<file path="src/rtl/lcd_rgb_rx_monitor.sv">
// Receive-side monitor for a parallel RGB565 LCD bus: registers the pins, recovers pixel
// coordinates, measures frame geometry and tracks a SEARCH/ACQUIRE/LOCKED status.
module lcd_rgb_rx_monitor #(
  parameter int CW          = 12,
  parameter int EXP_WIDTH   = 800,
  parameter int EXP_HEIGHT  = 480,
  parameter bit HS_ACT      = 1'b0,
  parameter bit VS_ACT      = 1'b0,
  parameter int LOCK_FRAMES = 2
) (
  input  logic          PixelClk,
  input  logic          nRST,
  input  logic          LCD_DE,
  input  logic          LCD_HSYNC,
  input  logic          LCD_VSYNC,
  input  logic [4:0]    LCD_R,
  input  logic [5:0]    LCD_G,
  input  logic [4:0]    LCD_B,
  output logic          pix_valid,
  output logic [CW-1:0] pix_x,
  output logic [CW-1:0] pix_y,
  output logic [15:0]   pix_rgb,
  output logic          frame_done,
  output logic [CW-1:0] meas_width,
  output logic [CW-1:0] meas_height,
  output logic [CW-1:0] meas_htotal,
  output logic [15:0]   frame_sum,
  output logic          err_geom,
  output logic [7:0]    err_count,
  output logic          locked
);
  typedef enum logic [1:0] {ST_SEARCH, ST_ACQUIRE, ST_LOCKED} state_t;

  localparam logic [CW-1:0] CNT_MAX = '1;

  function automatic logic [CW-1:0] sat_inc(input logic [CW-1:0] v);
    return (v == CNT_MAX) ? v : v + CW'(1);
  endfunction

  state_t        state;
  logic          de_s1, hs_s1, vs_s1, de_d, hs_d, vs_d;
  logic [15:0]   rgb_s1;
  logic [CW-1:0] run_len, y_cnt, line_width, h_cnt, h_latch;
  logic          have_width, line_bad;
  logic [15:0]   sum_acc;
  logic [7:0]    good_cnt;

  logic          vs_edge, hs_edge, run_start, run_end, take_pix, frame_good, close_bad;
  logic [CW-1:0] close_width, close_height;

  // Sync levels are normalised to "active" in stage 1 so edge logic is polarity-free.
  // NOTE: every register is written with <= so all flops update from the same pre-edge values.
  always_ff @(posedge PixelClk or negedge nRST) begin
    if (!nRST) begin
      de_s1  <= 1'b0;
      hs_s1  <= 1'b0;
      vs_s1  <= 1'b0;
      rgb_s1 <= '0;
      de_d   <= 1'b0;
      hs_d   <= 1'b0;
      vs_d   <= 1'b0;
    end else begin
      de_s1  <= LCD_DE;
      hs_s1  <= (LCD_HSYNC == HS_ACT);
      vs_s1  <= (LCD_VSYNC == VS_ACT);
      rgb_s1 <= {LCD_R, LCD_G, LCD_B};
      de_d   <= de_s1;
      hs_d   <= hs_s1;
      vs_d   <= vs_s1;
    end
  end

  // A VS edge both ends the running DE run and starts a fresh one if DE stays high.
  // NOTE: every always_comb output is assigned on every pass, so no latch can be inferred.
  always_comb begin
    vs_edge      = vs_s1 && !vs_d;
    hs_edge      = hs_s1 && !hs_d && (state != ST_SEARCH);
    run_start    = de_s1 && (!de_d || vs_edge);
    run_end      = de_d && (!de_s1 || vs_edge);
    take_pix     = de_s1 && ((state != ST_SEARCH) || vs_edge);
    close_width  = (!have_width && run_end) ? run_len : line_width;
    close_bad    = line_bad || (have_width && run_end && (run_len != line_width));
    close_height = run_end ? sat_inc(y_cnt) : y_cnt;
    frame_good   = (close_width == CW'(EXP_WIDTH)) && (close_height == CW'(EXP_HEIGHT)) && !close_bad;
  end

  always_ff @(posedge PixelClk or negedge nRST) begin
    if (!nRST) begin
      state       <= ST_SEARCH;
      pix_valid   <= 1'b0;
      pix_x       <= '0;
      pix_y       <= '0;
      pix_rgb     <= '0;
      frame_done  <= 1'b0;
      meas_width  <= '0;
      meas_height <= '0;
      meas_htotal <= '0;
      frame_sum   <= '0;
      err_geom    <= 1'b0;
      err_count   <= '0;
      locked      <= 1'b0;
      run_len     <= '0;
      y_cnt       <= '0;
      line_width  <= '0;
      have_width  <= 1'b0;
      line_bad    <= 1'b0;
      h_cnt       <= '0;
      h_latch     <= '0;
      sum_acc     <= '0;
      good_cnt    <= '0;
    end else begin
      frame_done <= 1'b0;
      pix_valid  <= take_pix;
      if (take_pix) begin
        pix_x   <= run_start ? '0 : run_len;
        pix_y   <= vs_edge ? '0 : y_cnt;
        pix_rgb <= rgb_s1;
      end

      if (state != ST_SEARCH) begin
        if (hs_edge) begin
          h_latch <= h_cnt;
          h_cnt   <= CW'(1);
        end else begin
          h_cnt <= sat_inc(h_cnt);
        end
      end

      if (vs_edge) begin
        y_cnt      <= '0;
        run_len    <= de_s1 ? CW'(1) : '0;
        sum_acc    <= de_s1 ? rgb_s1 : '0;
        have_width <= 1'b0;
        line_width <= '0;
        line_bad   <= 1'b0;
        if (state == ST_SEARCH) begin
          state    <= ST_ACQUIRE;
          good_cnt <= '0;
        end else begin
          frame_done  <= 1'b1;
          meas_width  <= close_width;
          meas_height <= close_height;
          meas_htotal <= hs_edge ? h_cnt : h_latch;
          frame_sum   <= sum_acc;
          err_geom    <= !frame_good;
          case (state)
            ST_ACQUIRE: begin
              if (!frame_good) begin
                good_cnt <= '0;
              end else if (good_cnt + 8'd1 >= 8'(LOCK_FRAMES)) begin
                state    <= ST_LOCKED;
                locked   <= 1'b1;
                good_cnt <= '0;
              end else begin
                good_cnt <= good_cnt + 8'd1;
              end
            end
            ST_LOCKED: begin
              if (!frame_good) begin
                if (err_count != 8'hFF) err_count <= err_count + 8'd1;
                state    <= ST_ACQUIRE;
                locked   <= 1'b0;
                good_cnt <= '0;
              end
            end
            default: ;
          endcase
        end
      end else if (state != ST_SEARCH) begin
        if (run_end) begin
          y_cnt <= sat_inc(y_cnt);
          if (!have_width) begin
            line_width <= run_len;
            have_width <= 1'b1;
          end else if (run_len != line_width) begin
            line_bad <= 1'b1;
          end
        end
        if (de_s1) begin
          run_len <= run_start ? CW'(1) : sat_inc(run_len);
          sum_acc <= sum_acc + rgb_s1;
        end
      end
    end
  end
endmodule

</file>
<file path="config.mk">
export PLATFORM = sky130hd
export DESIGN_NAME = lcd_rgb_rx_monitor
export DESIGN_NICKNAME = d
export VERILOG_FILES = /design/src/rtl/lcd_rgb_rx_monitor.sv
export SDC_FILE = /design/constraint.sdc
export NUM_CORES = 1
export LEC_CHECK = 0
export CORE_AREA = 2 2 185 187
export DETAILED_ROUTE_END_ITERATION = 16
export DIE_AREA = 0 0 187 189
export GPL_ROUTABILITY_DRIVEN = 0
export GPL_TIMING_DRIVEN = 0
export PLACE_DENSITY = 0.57
export SLEW_MARGIN = 20
export SYNTH_ARGS = -nofsm -noshare
export SYNTH_HDL_FRONTEND = slang
export SYNTH_SLANG_ARGS = --single-unit
export TNS_END_PERCENT = 30
</file>
<file path="constraint.sdc">
create_clock -name PixelClk -period 3.8 [get_ports PixelClk]
set_input_delay 1.14 -clock PixelClk [delete_from_list [all_inputs] [get_ports PixelClk]]
set_output_delay 1.14 -clock PixelClk [all_outputs]
set_load 0.1 [all_outputs]
</file>
==> results.toml <==
[synthesis]
ys_seq_elements = 214
syn_inst = 950
ys_seq_area_share_pct = 54.26
synth_cell_types = 71
async_flop_share_pct = 100.0
syn-cell-area_um2 = 9869
yosys_most_used_dff = "dfrtp_1"
syn_nets = 993
synth_edf_count = 0
synth_area_per_cell_um2 = 10.39
yosysWarnings = 0

[cells_and_area]
final_nets = 1146
fillers = 3291
syn_to_final_growth_pct = 26.86
drive_gt1_share_pct = 9.920
final_util_pct = 37.62

[sta]
setup_viol = 0
fin_ws_ns = 0.5614
slew_violations = 0
fin_crit_sh_pct = 85.23
hold_violations = 0
worst_slew_margin_rel_pct = 27.10
skew_ns = 0.02101
rsz0062_at_grt = "false"
max_freq_mhz = 308.8
tightest_slew_ns = 1.090
tns_ns = 0
finalCriticalPeriod_ns = 3.239

[clock_tree]
cts_tree = "done"
clkTransAtPathRegs_ns = 0.06
ctsRootBufferMaster = "clkbuf_16"
ctsHoldBuffers = 0
ctsResizeCount = 0
numCtsBuffers = 25
cts_sinks = 214
cts_max_path_buffers = 3
post_cts_buffers = 0
h-tree-depth = 1
clk_latency_ns = 0.53

[pwr]
peakVddDrop_v = 0.0004409
p_leak_nw = 5.472
finalPower_mw = 7.534
power_density_nw_per_um2 = 601.7

[critical_path]
critPathRequiredTime_ns = 2.66
crit_chain = "clkdlybuf4s50_1"
critical_path.top_delay_family = "buffers and inverters"
crit_path_end_kind = "primary output"
cp_max_fo = 4
cp.buffers_inverters = 1
crit_arrival_ns = 2.10
crit_type = "register to primary output"
critPathLaunchType = "register"
slowest_stage = "clkdlybuf4s50_1"
critical_path.max_stage_delay_ns = 1.17

[job]
cap_violations = 0

[worst_hold_path]
worst_hold_path_type = "register to register"

[die]
rows = 67
fp.dieArea_um2 = 35340
die_h_um = 189
core-area_um2 = 33280
start_util_pct = 29.66
die_w_um = 187
pin_count = 125

[routing]
drtIter0Drc = 502
viasPerCell = 4.749
routed_wl_mm = 25.44
antenna_left = 0
vias = 7446
drcViolationCount = 0
wl_per_cell_um = 16.22
drtPass1Iterations = 4

[grt]
antenna_found_initial = 1
grt_pass1_wl_mm = 41.64
grt_pass1_vias = 7557
overflow = 0
grt_max_degree = 77
grt_use_total_pct = 14.52

[outcome]
status = "complete, no violations"

[place]
place_ws_ns = 0.7163
io_buffers = 124
hpwl_mm = 18.33
## report_power, final
group / leakage (nW) / switching (mW) / internal, mW / total (mW)
logic: 2.27 / 1.74 / 0.720 / 2.46
registers: 2.82 / 0.215 / 2.57 / 2.78
clock network: 0.387 / 0.946 / 1.35 / 2.30
## synth_stat cells (14+ instances only)
cell type,n,area [um^2]
a21oi_1,31,155.2
nand4_1,19,118.9
mux2i_1,17,170.2
dfrtp_1,214,5355
ha_1,21,262.8
nor3_1,14,70.07
xnor2_1,32,280.3
clkbuf_1,43,161.4
nor2_1,64,240.2
o21ai_0,61,305.3
a22o_1,36,315.3
nand3_1,22,110.1
nand2_1,170,638.1
mux2_2,30,337.8
xor2_1,22,192.7
inv_1,18,67.56
## kinds of logic (layout without fill, tap and decap cells)
family,Yosys count,in the layout,share of synthesized area (%)
other,0,1,0
AOI/OAI and AO/OA,196,196,13.95
muxes,48,48,5.261
and+or+nand+nor,341,341,15.76
xor gates and xnor gates,54,54,4.792
adders and majority gates,22,22,2.865
DFF,214,214,54.26
buffers and inverters,75,244,3.119
## stage by stage
step | cell area, um^2 | hold slack, ns | cells
floorplan | 9869 | 0.3519 | 950
global placement | 11670 | 0.3562 | 1522
detailed placement | 11730 | 0.3574 | 1524
CTS | 12520 | 0.3813 | 1567
global route | 12520 | 0.3899 | 1567
finish | 12520 | 0.3802 | 1568
## path summary, 6_finish.rpt
kind	endpoint	depth (start not counted)	slack, ns	from
worst max-delay path	err_count[6]	1	0.56	err_count[6]
max in group asynchronous	pix_rgb[7]	2	2.47	nRST
worst min register to register	de_d	0	0.38	de_s1
worst min-delay path	de_d	0	0.38	de_s1
min in group asynchronous	meas_htotal[10]	1	0.57	nRST
worst max register to register	err_count[1]	10	0.73	y_cnt[1]
## sequential cells by signal, indices dropped and copies added (netlist names), 12 cells and up
register,cells
frame_sum,16
pix_rgb,16
rgb_s1,16
sum_acc,16
h_cnt,12
h_latch,12
line_width,12
meas_height,12
meas_htotal,12
meas_width,12
pix_x,12
pix_y,12
run_len,12
y_cnt,12
## metal layers
layer  track usage (%)  part of all wire (%)
met5                 0                     0
met4             4.701                   2.4
met3             3.503                   5.3
met2             22.61                    45
met1             19.92                    48
## cell type report
type / count / area, um^2 / area share [%]
inverter: 18 / 67.56 / 0.5396
tap: 448 / 560.5 / 4.477
multi-input combinational: 661 / 4209 / 33.62
timing repair buffer: 126 / 1301 / 10.39
sequential: 214 / 5355 / 42.77
clock inverter: 11 / 92.59 / 0.7395
buffer: 57 / 240.2 / 1.919
clock buffer: 32 / 691.9 / 5.526
antenna: 1 / 2.502 / 0.01999
## cell usage in the layout (no fill, tap or decap), types with 7 or more instances in the layout
cell type,Yosys,layout
clkbuf_1,43,46
a22o_1,36,36
clkbuf_16,0,25
ha_1,21,21
clkdlybuf4s50_1,0,123
nor3_1,14,14
and3_1,7,7
inv_1,18,18
dfrtp_1,214,214
a22oi_1,8,8
mux2i_1,17,17
a21oi_1,31,31
nand3_1,22,22
o21ai_0,61,61
mux2_2,30,30
xnor2_1,32,32
nand2_1,170,170
nand2b_1,9,9
xor2_1,22,22
nor2_1,64,63
o21ai_2,7,7
nand4_1,19,19
No activity file was read; power rests on OpenSTA's default activity.
